## src/rtl/example_serdes_pkg.sv

```systemverilog
// Shared definitions for the example SerDes lane.
//   align_state_t / ST_*  : word-alignment FSM states (SEARCH, VERIFY, LOCKED)
//   DEFAULT_COMMA         : 10-bit idle/alignment symbol
//   clog2()               : counter width helper
package example_serdes_pkg;

  typedef logic [1:0] align_state_t;

  localparam align_state_t ST_SEARCH = 2'd0;
  localparam align_state_t ST_VERIFY = 2'd1;
  localparam align_state_t ST_LOCKED = 2'd2;

  localparam logic [9:0] DEFAULT_COMMA = 10'b0011111010;

  // Smallest r with 2**r >= v (at least 1 so counters are never zero-width).
  function automatic int clog2(input int v);
    int r;
    r = 1;
    while ((1 << r) < v) r++;
    return r;
  endfunction

endpackage

```

## src/rtl/example_serdes_if.sv

```systemverilog
// Word-side bus of the SerDes lane: ready/valid transmit words and
// received-word strobes.
//   master : lane logic (drives txData/txValid, observes the rest)
//   slave  : the SerDes lane itself
interface example_serdes_if #(
  parameter int DATA_W = 10
);
  logic [DATA_W-1:0] txData;
  logic              txValid;
  logic              txReady;
  logic [DATA_W-1:0] rxData;
  logic              rxValid;
  logic              rxComma;

  modport master (
    output txData, txValid,
    input  txReady, rxData, rxValid, rxComma
  );

  modport slave (
    input  txData, txValid,
    output txReady, rxData, rxValid, rxComma
  );
endinterface

```

## src/rtl/example_serdes_align.sv

```systemverilog
// Receive side of the lane: 2*DATA_W-bit sampling window, word-boundary
// counter with bit-slip, and the SEARCH/VERIFY/LOCKED alignment FSM.
// Ports:
//   clk, rst_n   : bit clock, synchronous active-low reset
//   rx_i         : serial input bit
//   realign_i    : force SEARCH and clear counters (any cycle)
//   rxData_o     : last aligned word (VERIFY/LOCKED boundaries)
//   rxValid_o    : pulse, non-comma word while LOCKED
//   rxComma_o    : pulse, aligned word equals COMMA
//   locked_o     : FSM is in LOCKED
module example_serdes_align
  import example_serdes_pkg::*;
#(
  parameter int                DATA_W      = 10,
  parameter logic [DATA_W-1:0] COMMA       = DATA_W'(DEFAULT_COMMA),
  parameter int                ALIGN_COUNT = 4,
  parameter int                LOSS_COUNT  = 3
) (
  input  logic              clk,
  input  logic              rst_n,
  input  logic              rx_i,
  input  logic              realign_i,
  output logic [DATA_W-1:0] rxData_o,
  output logic              rxValid_o,
  output logic              rxComma_o,
  output logic              locked_o
);

  localparam int                CW         = clog2(DATA_W);
  localparam int                MW         = clog2(ALIGN_COUNT + 1);
  localparam int                LW         = clog2(LOSS_COUNT + 1);
  localparam logic [CW-1:0]     LAST       = CW'(DATA_W - 1);
  localparam logic [MW-1:0]     ALIGN_M    = MW'(ALIGN_COUNT);
  localparam logic [MW-1:0]     ALIGN_LAST = MW'(ALIGN_COUNT - 1);
  localparam logic [LW-1:0]     LOSS_M     = LW'(LOSS_COUNT);
  localparam logic [LW-1:0]     LOSS_LAST  = LW'(LOSS_COUNT - 1);

  logic [2*DATA_W-1:0] win_q;
  logic [CW-1:0]       rxBitCnt_q, rxBitCnt_d;
  logic                hold_q, hold_d;
  align_state_t        state_q, state_d;
  logic [MW-1:0]       matchCnt_q, matchCnt_d;
  logic [LW-1:0]       missCnt_q, missCnt_d;
  logic [DATA_W-1:0]   rxData_q, rxData_d;
  logic                rxValid_q, rxValid_d;
  logic                rxComma_q, rxComma_d;

  logic [DATA_W-1:0]   word;
  logic                boundary, isComma, offComma, slip;

  assign word     = win_q[DATA_W-1:0];
  // The cycle after a slip keeps the counter at LAST but is not a boundary,
  // so the following boundary lands one bit later.
  assign boundary = (rxBitCnt_q == LAST) && !hold_q;
  assign isComma  = (word == COMMA);

  // A comma sitting at a nonzero bit offset means the link drifted.
  always_comb begin
    offComma = 1'b0;
    for (int k = 1; k < DATA_W; k++) begin
      if (win_q[k +: DATA_W] == COMMA) offComma = 1'b1;
    end
  end

  always_comb begin
    state_d    = state_q;
    matchCnt_d = matchCnt_q;
    missCnt_d  = missCnt_q;
    rxData_d   = rxData_q;
    rxValid_d  = 1'b0;
    rxComma_d  = 1'b0;
    slip       = 1'b0;
    if (boundary) begin
      rxComma_d = isComma;
      rxValid_d = (state_q == ST_LOCKED) && !isComma;
      if (state_q == ST_LOCKED || state_q == ST_VERIFY) rxData_d = word;
      case (state_q)
        ST_SEARCH: begin
          if (isComma) begin
            matchCnt_d = MW'(1);
            state_d    = (ALIGN_COUNT == 1) ? ST_LOCKED : ST_VERIFY;
            missCnt_d  = '0;
          end else begin
            slip = 1'b1;
          end
        end
        ST_VERIFY: begin
          if (isComma) begin
            if (matchCnt_q != ALIGN_M) matchCnt_d = matchCnt_q + 1'b1;
            if (matchCnt_q >= ALIGN_LAST) begin
              state_d   = ST_LOCKED;
              missCnt_d = '0;
            end
          end else begin
            state_d    = ST_SEARCH;
            matchCnt_d = '0;
          end
        end
        ST_LOCKED: begin
          if (isComma) begin
            missCnt_d = '0;
          end else if (offComma) begin
            if (missCnt_q != LOSS_M) missCnt_d = missCnt_q + 1'b1;
            if (missCnt_q >= LOSS_LAST) begin
              state_d    = ST_SEARCH;
              matchCnt_d = '0;
              missCnt_d  = '0;
            end
          end
        end
        default: state_d = ST_SEARCH;
      endcase
    end
    // realign overrides any boundary decision made above
    if (realign_i) begin
      state_d    = ST_SEARCH;
      matchCnt_d = '0;
      missCnt_d  = '0;
    end
  end

  always_comb begin
    if (boundary && slip) begin
      rxBitCnt_d = rxBitCnt_q;
      hold_d     = 1'b1;
    end else begin
      rxBitCnt_d = (rxBitCnt_q == LAST) ? '0 : rxBitCnt_q + 1'b1;
      hold_d     = 1'b0;
    end
  end

  always_ff @(posedge clk) begin
    if (!rst_n) begin
      win_q      <= '0;
      rxBitCnt_q <= '0;
      hold_q     <= 1'b0;
      state_q    <= ST_SEARCH;
      matchCnt_q <= '0;
      missCnt_q  <= '0;
      rxData_q   <= '0;
      rxValid_q  <= 1'b0;
      rxComma_q  <= 1'b0;
    end else begin
      win_q      <= {win_q[2*DATA_W-2:0], rx_i};
      rxBitCnt_q <= rxBitCnt_d;
      hold_q     <= hold_d;
      state_q    <= state_d;
      matchCnt_q <= matchCnt_d;
      missCnt_q  <= missCnt_d;
      rxData_q   <= rxData_d;
      rxValid_q  <= rxValid_d;
      rxComma_q  <= rxComma_d;
    end
  end

  assign rxData_o  = rxData_q;
  assign rxValid_o = rxValid_q;
  assign rxComma_o = rxComma_q;
  assign locked_o  = (state_q == ST_LOCKED);

endmodule

```

## src/rtl/example_serdes_lane.sv

```systemverilog
// Single-lane SerDes: MSB-first serializer with ready/valid word input and
// idle-comma insertion, plus comma-aligned deserializer (example_serdes_align).
// Ports:
//   fastClk    : bit clock, all logic on posedge
//   resetIn_n  : synchronous active-low reset
//   bus        : example_serdes_if.slave (txData/txValid/txReady,
//                rxData/rxValid/rxComma)
//   tx_p, tx_n : serial output pair (tx_n = ~tx_p)
//   rx_p       : serial input
//   realign    : force alignment back to SEARCH
//   locked     : alignment FSM is in LOCKED
//   loopback   : only with HBWIF_SERDES_LOOPBACK_EN defined; selects the
//                internal tx_p as deserializer input
module example_serdes_lane
  import example_serdes_pkg::*;
#(
  parameter int                DATA_W      = 10,
  parameter logic [DATA_W-1:0] COMMA       = DATA_W'(DEFAULT_COMMA),
  parameter int                ALIGN_COUNT = 4,
  parameter int                LOSS_COUNT  = 3
) (
  input  logic   fastClk,
  input  logic   resetIn_n,
  example_serdes_if.slave bus,
  output logic   tx_p,
  output logic   tx_n,
  input  logic   rx_p,
  input  logic   realign,
  output logic   locked
`ifdef HBWIF_SERDES_LOOPBACK_EN
  ,
  input  logic   loopback
`endif
);

  localparam int            CW   = clog2(DATA_W);
  localparam logic [CW-1:0] LAST = CW'(DATA_W - 1);

  logic [CW-1:0]     txBitCnt_q, txBitCnt_d;
  logic [DATA_W-1:0] txShift_q, txShift_d;
  logic              txLoad;
  logic              rxIn;

  // The last bit slot of a word is the only cycle a new word can be taken;
  // with nothing offered the comma keeps the link trained.
  assign txLoad = (txBitCnt_q == LAST);

  always_comb begin
    txBitCnt_d = txLoad ? '0 : txBitCnt_q + 1'b1;
    if (txLoad) txShift_d = bus.txValid ? bus.txData : COMMA;
    else        txShift_d = {txShift_q[DATA_W-2:0], 1'b0};
  end

  always_ff @(posedge fastClk) begin
    if (!resetIn_n) begin
      txBitCnt_q <= '0;
      txShift_q  <= '0;
    end else begin
      txBitCnt_q <= txBitCnt_d;
      txShift_q  <= txShift_d;
    end
  end

  assign bus.txReady = txLoad;
  assign tx_p        = txShift_q[DATA_W-1];
  assign tx_n        = ~tx_p;

`ifdef HBWIF_SERDES_LOOPBACK_EN
  assign rxIn = loopback ? tx_p : rx_p;
`else
  assign rxIn = rx_p;
`endif

  example_serdes_align #(
    .DATA_W      (DATA_W),
    .COMMA       (COMMA),
    .ALIGN_COUNT (ALIGN_COUNT),
    .LOSS_COUNT  (LOSS_COUNT)
  ) u_align (
    .clk       (fastClk),
    .rst_n     (resetIn_n),
    .rx_i      (rxIn),
    .realign_i (realign),
    .rxData_o  (bus.rxData),
    .rxValid_o (bus.rxValid),
    .rxComma_o (bus.rxComma),
    .locked_o  (locked)
  );

endmodule
```

## src/flat_wrapper.sv

```systemverilog
// flat-port wrapper written by rule: the top's interface ports become plain ports
module example_serdes_lane_flat import example_serdes_pkg::*;
#(
  parameter int                DATA_W      = 10,
  parameter logic [DATA_W-1:0] COMMA       = DATA_W'(DEFAULT_COMMA),
  parameter int                ALIGN_COUNT = 4,
  parameter int                LOSS_COUNT  = 3
)
  (fastClk, resetIn_n, tx_p, tx_n, rx_p, realign, locked, bus_txData, bus_txValid, bus_txReady, bus_rxData, bus_rxValid, bus_rxComma);
  example_serdes_if #(.DATA_W(DATA_W)) bus_i ();
  input  logic fastClk;
  input  logic resetIn_n;
  output logic tx_p;
  output logic tx_n;
  input  logic rx_p;
  input  logic realign;
  output logic locked;
  input wire logic [$bits(bus_i.txData)-1:0] bus_txData;
  input wire logic [$bits(bus_i.txValid)-1:0] bus_txValid;
  output wire logic [$bits(bus_i.txReady)-1:0] bus_txReady;
  output wire logic [$bits(bus_i.rxData)-1:0] bus_rxData;
  output wire logic [$bits(bus_i.rxValid)-1:0] bus_rxValid;
  output wire logic [$bits(bus_i.rxComma)-1:0] bus_rxComma;
  assign bus_i.txData = bus_txData;
  assign bus_i.txValid = bus_txValid;
  assign bus_txReady = bus_i.txReady;
  assign bus_rxData = bus_i.rxData;
  assign bus_rxValid = bus_i.rxValid;
  assign bus_rxComma = bus_i.rxComma;
  example_serdes_lane #(.DATA_W(DATA_W), .COMMA(COMMA), .ALIGN_COUNT(ALIGN_COUNT), .LOSS_COUNT(LOSS_COUNT)) u_core (.fastClk(fastClk), .resetIn_n(resetIn_n), .bus(bus_i), .tx_p(tx_p), .tx_n(tx_n), .rx_p(rx_p), .realign(realign), .locked(locked));
endmodule
```

## config.mk

```make
export PLATFORM = sky130hd
export DESIGN_NAME = example_serdes_lane_flat
export DESIGN_NICKNAME = d
export VERILOG_FILES = /design/src/rtl/example_serdes_pkg.sv /design/src/rtl/example_serdes_if.sv /design/src/rtl/example_serdes_align.sv /design/src/rtl/example_serdes_lane.sv /design/src/flat_wrapper.sv
export SDC_FILE = /design/constraint.sdc
export NUM_CORES = 1
export LEC_CHECK = 0
export CORE_MARGIN = 2
export CORE_UTILIZATION = 40
export CTS_BUF_LIST = sky130_fd_sc_hd__clkbuf_2
export CTS_CLUSTER_SIZE = 28
export DETAILED_ROUTE_END_ITERATION = 10
export DONT_BUFFER_PORTS = 1
export GPL_TIMING_DRIVEN = 0
export MAX_ROUTING_LAYER = met4
export PLACE_DENSITY = 0.52
export SLEW_MARGIN = 20
export SYNTH_ARGS = -nofsm -noshare
export SYNTH_HDL_FRONTEND = slang
export SYNTH_HIERARCHICAL = 1
export SYNTH_SLANG_ARGS = --single-unit
```

## constraint.sdc

```tcl
create_clock -name fastClk -period 2.85 [get_ports fastClk]
set_input_delay 0.285 -clock fastClk [delete_from_list [all_inputs] [get_ports fastClk]]
set_output_delay 0.285 -clock fastClk [all_outputs]
set_load 0.005 [all_outputs]
```

-- After elaboration in Yosys (flattened, before gate mapping)
Index checks and enable logic that the tools add are counted.
- bits in registers: 57
- bits of input ports: 15
- output and inout port bits: 16
- word-level logic and storage cells: 100
- reduce and logical (&&, ||, !) cells: 16
- muxes and demuxes: 38
- add/sub/neg operators: 4
- bitwise operators: 2
- $lt $le $gt $ge: 2
- eq/ne operators: 26
- operators by type and width (operator ; number):
    equality test 10 x 8 -> 1 bit (second input constant) ; 10
    2-to-1 mux 2 bit ; 13
    2-to-1 mux 10 bit ; 2
    2-to-1 mux 3 bit ; 6
    AND reduction 7 bit ; 2
    2-to-1 mux 1 bit ; 13
    one-hot mux 2 bit (3 select lines) ; 2
    one-hot mux 3 bit (3 select lines) ; 1
    adder 4 x 1 -> 4 bit (second input constant) ; 2
    equality test 4 bit (second input constant) ; 2
    inequality test 2 bit (second input constant) ; 4
    inequality test 2 x 1 -> 1 bit (second input constant) ; 3
    inequality test 3 x 2 -> 1 bit (second input constant) ; 2
    AND reduction 6 bit ; 1
    2-to-1 mux 4 bit ; 1
    inequality test 4 x 1 -> 1 bit (second input constant) ; 1
    AND reduction 2 bit ; 2
    OR reduction 2 bit ; 2
    adder 3 x 1 -> 3 bit (second input constant) ; 1
    >= comparator 3 x 2 -> 1 bit (second input constant) ; 1
    logical AND 1 bit ; 3
    inequality test 3 x 1 -> 1 bit (second input constant) ; 1
    inequality test 3 bit (second input constant) ; 1
    AND reduction 3 bit ; 1
    other kinds (9) ; 11

-- Logic depth before layout (Yosys ltp)
- depth in word-level cells: 13
- mapped depth: 7
- depth with buffers taken out: 7

-- Hierarchy
The synthesis kept the hierarchy.
- modules (own cells, without submodules) (module ; cells an instance ; area each (um^2) ; times used ; sequential area each (um^2)):
    example_serdes_align ; 213 ; 1955.6 ; 1 ; 860.8
    example_serdes_lane ; 56 ; 578.1 ; 1 ; 280.3

-- Worst setup path after synthesis
No wires, ideal clock.
- kind: flip-flop to flip-flop
- from: reg u_core.u_align.win_q[8]
- to: reg u_core.u_align.missCnt_q[0]
- library setup time: 0.072 ns
- arrival: 1.778 ns
- path buffers: 1
- period minus slack after synthesis: 1.850 ns
- required time: 2.778 ns
- path slack: 1.000 ns
- cell stages (with the launch flop): 8
- cells stage by stage: dfxtp_1 -> buf_6 -> nor4b_4 -> nand4_4 -> a21oi_2 -> o21ai_1 -> or4b_1 -> mux2i_1
- cells in the longest elaborated chain, start to end: 12
- elaborated cells on any way between the ends: 25
- classes of those cells: eq/ne (13); mux (11); reduce/logical (1)
- ends and longest elaborated chain (element ; RTL line ; source):
    start: declaration ; example_serdes_align.sv:38 ; logic [2*DATA_W-1:0] win_q;
    start signal: assignment ; example_serdes_align.sv:144 ; win_q <= {win_q[2*DATA_W-2:0], rx_i};
    equality test 10 x 8 -> 1 bit ; example_serdes_align.sv:61 ; if (win_q[k +: DATA_W] == COMMA) offComma = 1'b1;
    2-to-1 mux 1 bit (9 in series) ; example_serdes_align.sv:61 ;
    inequality test 3 x 1 -> 1 bit (no source line) ; -- ;
    AND reduction 7 bit (no source line) ; -- ;
    end signal: assignment ; example_serdes_align.sv:149 ; missCnt_q <= missCnt_d;
    end: declaration ; example_serdes_align.sv:43 ; logic [LW-1:0] missCnt_q, missCnt_d;
Parallel ways exist; a longest one is shown, timed or not.
A chain may end at the register's enable or synchronous reset.

-- Final worst setup path
Ends and elaborated chain as after synthesis.

==> results.py <==
metrics = {
    "global_route": {
        "grt_pass1_vias": 1825,
        "antenna_found_initial": 0,
        "overflow": 0,
        "grt_pass1_wl_um": 8670,
        "grt_max_degree": 12,
        "grt_usage_pct": 15.9,
    },
    "placement": {
        "gp_congestion": 0.741,
        "place.port_buffers": 0,
        "place_area_um2": 2630,
        "dp_hpwl_um": 3560,
    },
    "power": {
        "power_leakage_uw": 0.00110,
        "vdd_ir_drop_max_mv": 0.226,
        "switchingPower_uw": 357,
        "p_comb_share_pct": 3.9,
        "power_density_nw_per_um2": 465,
        "p_seq_share_pct": 63.0,
        "switching_share_pct": 27.5,
        "power_frac_clock_pct": 33.1,
        "p_int_uw": 941,
    },
    "synth": {
        "synth_top_area_cell": "dfxtp_1",
        "synth-edff-count": 0,
        "syn_nets": 293,
        "ys_seq_area_share_pct": 45.0,
        "yosys_warnings": 6,
        "synth_area_leaders": "dfxtp_1, nand2_1, and2_1",
        "synth_top_area_share_pct": 45.0,
        "ys_top_cells_by_count": "dfxtp_1, nand2_1, and2_1, nand3_1, nor2_1",
        "async_flop_share_pct": 0,
        "syn-cell-area_um2": 2530,
        "syn_inst": 269,
        "synth.most_common_cell": "dfxtp_1",
        "yosys_register_bits": 57,
        "synth_area_per_cell_um2": 9.42,
        "synth.distinct_cells": 51,
        "synth_top_flop_cell": "dfxtp_1",
    },
    "clocking": {
        "cts_hold_buf": 6,
        "postCtsSetupRepairBufs": 0,
        "cts.clk_slew.worst_paths_ps": 190,
        "cts_resized": 0,
        "clockRootBuffer": "clkbuf_2",
        "clock_sinks": 57,
        "cts_tree": "built",
        "cts.path.max_buffers": 2,
        "numCtsBuffers": 9,
        "clk_latency_ps": 460,
        "htreeDepth": 3,
    },
    "min_path": {
        "min-delay-start": "bus_txData[4]",
        "hold_class": "input port to flip-flop",
        "hold_depth": 2,
        "holdPathEnd": "u_core/txShift_q[4]",
    },
    "sta": {
        "final.min_clock_period_ps": 2040,
        "fin_skew_ps": 21.7,
        "setup_viol_count_final": 0,
        "worst_pin_slew_ps": 685,
        "rsz0062_at_grt": "false",
        "final-hold-violation-count": 0,
        "slew-limit-headroom_pct": 54.2,
        "post-route-period-util_pct": 71.6,
        "fin_tns_setup_ps": 0,
        "fmax_mhz": 490,
        "slew_viol_final": 0,
    },
    "setup_path": {
        "r2r_cells": 7,
        "r2r_start": "u_core/u_align/win_q[8]",
        "cp.arrival_ps": 2430,
        "required_ps": 3240,
        "path_class": "flip-flop to flip-flop",
        "critPathCaptureType": "flip-flop",
        "crit_fanout": 9,
        "start_kind": "flip-flop",
        "rrSetupSlack_ps": 810,
        "r2r-end": "u_core/u_align/missCnt_q[0]",
    },
    "finish": {
        "drive_gt1_share_pct": 9.59,
        "area_growth_pct": 10.1,
        "nNetsFinal": 311,
        "final_util_pct": 46.3,
        "final_area_um2": 2790,
        "antennaDiodeCount": 0,
    },
    "routing": {
        "drtIter0Drc": 99,
        "num_vias": 1881,
        "detail-route-antenna-nets": 0,
        "wl_per_cell_um": 14.2,
        "via_per_inst": 5.13,
        "firstDrtPassIters": 4,
        "finalWirelength_um": 5210,
        "route.detailed.drc": 0,
    },
    "status": {
        "outcome": "finished clean",
    },
    "die": {
        "io_pins": 31,
        "die-area_um2": 6990,
        "initial_utilization_pct": 42.0,
        "die_x_um": 83.6,
        "coreArea_um2": 6030,
        "fp-row-count": 28,
        "die_h_um": 83.6,
    },
    "run": {
        "timing.max_cap.violations": 0,
    },
}
[per-stage QoR]
| stage | setup slack, ps | cells | total power, uW | hold WS, ps |
|---|---|---|---|---|
| 2_1_floorplan | 1000 | 269 | 868 | 412 |
| 3_3_place_gp | 805 | 344 | 879 | 416 |
| 3_5_place_dp | 843 | 344 | 879 | 417 |
| 4_1_cts | 801 | 366 | 1320 | 0.875 |
| 5_1_grt | 662 | 367 | 1360 | 2.88 |
| 6_report | 809 | 367 | 1300 | 41.6 |
[critical path, cell delays in order (launching register included)]
cell     delay, ps
dfxtp_1        340
buf_6          140
nor4b_4        380
nand4_4        190
a21oi_2        170
o21ai_1         80
or4b_1         530
mux2i_1        130
[registers in the layout, indices dropped and copies added, names as in the netlist, 2 cells and up]
name                       cells
u_core/txBitCnt_q              4
u_core/txShift_q              10
u_core/u_align/matchCnt_q      3
u_core/u_align/missCnt_q       2
u_core/u_align/rxBitCnt_q      4
u_core/u_align/rxData_o       10
u_core/u_align/state_q         2
u_core/u_align/win_q          19
[how the worst max path moves through the flow]
stage,from,endpoint,slack (ps),depth (start not counted)
6_report,u_core/u_align/win_q[8],u_core/u_align/missCnt_q[0],810,7
5_1_grt,u_core/u_align/win_q[8],u_core/u_align/missCnt_q[0],660,7
4_1_cts,u_core/u_align/win_q[8],u_core/u_align/missCnt_q[0],800,7
3_5_place_dp,u_core/u_align/win_q[8],u_core/u_align/missCnt_q[1],840,7
3_3_place_gp,u_core/u_align/win_q[8],u_core/u_align/matchCnt_q[2],800,7
2_1_floorplan,u_core/u_align/win_q[8],u_core/u_align/missCnt_q[0],1000,7
[layout by cell type, fill, tap and decap left out, drive strengths merged, types with 8 or more instances in the layout]
master	instances
mux2i	9
nor2	16
a21boi	8
inv	11
nand3b	8
ha	9
dfxtp	57
clkbuf	14
nand2	38
and2	20
nand3	20
[routing by layer]
layer / up-vias / GRT usage, % / part of all wire [%]
li1: 974 / - / -
met5: - / - / 0
met3: 10 / 4.06 / 4.7
met2: 33 / 22.8 / 42
met4: 0 / 7.04 / 1.7
met1: 864 / 21.1 / 51
[area by class of cell]
type	count	area, um2
sequential	57	1140
timing repair buffer	7	70.1
multi-input combinational	189	1280
clock inverter	7	47.5
buffer	11	65.1
tap	75	93.8
clock buffer	9	45.0
fill	611	3240
inverter	12	47.5
[cells by family (layout without fill, tap and decap cells)]
kind of cell             after synthesis  after routing  synth area share (%)
AO/OA/AOI/OAI                         38             38                  12.0
multiplexers                           9              9                  3.56
buffers and inverters                 23             46                  4.44
adder cells (fa/ha/maj)                9              9                  4.44
XOR/XNOR                               2              2                 0.691
AND/OR/NAND/NOR                      131            131                  29.8
flip-flops                            57             57                  45.0
[power by group through the flow]
stage | Sequential, uW | Clock, uW | Combinational, uW
after CTS | 819 | 452 | 50.3
after global routing | 822 | 478 | 57.9
final | 818 | 429 | 50.6
after floorplan | 832 | 0 | 35.3
after global placement | 835 | 0 | 44.2
after detailed placement | 835 | 0 | 44.5
Power figures use the tool's default switching activity.
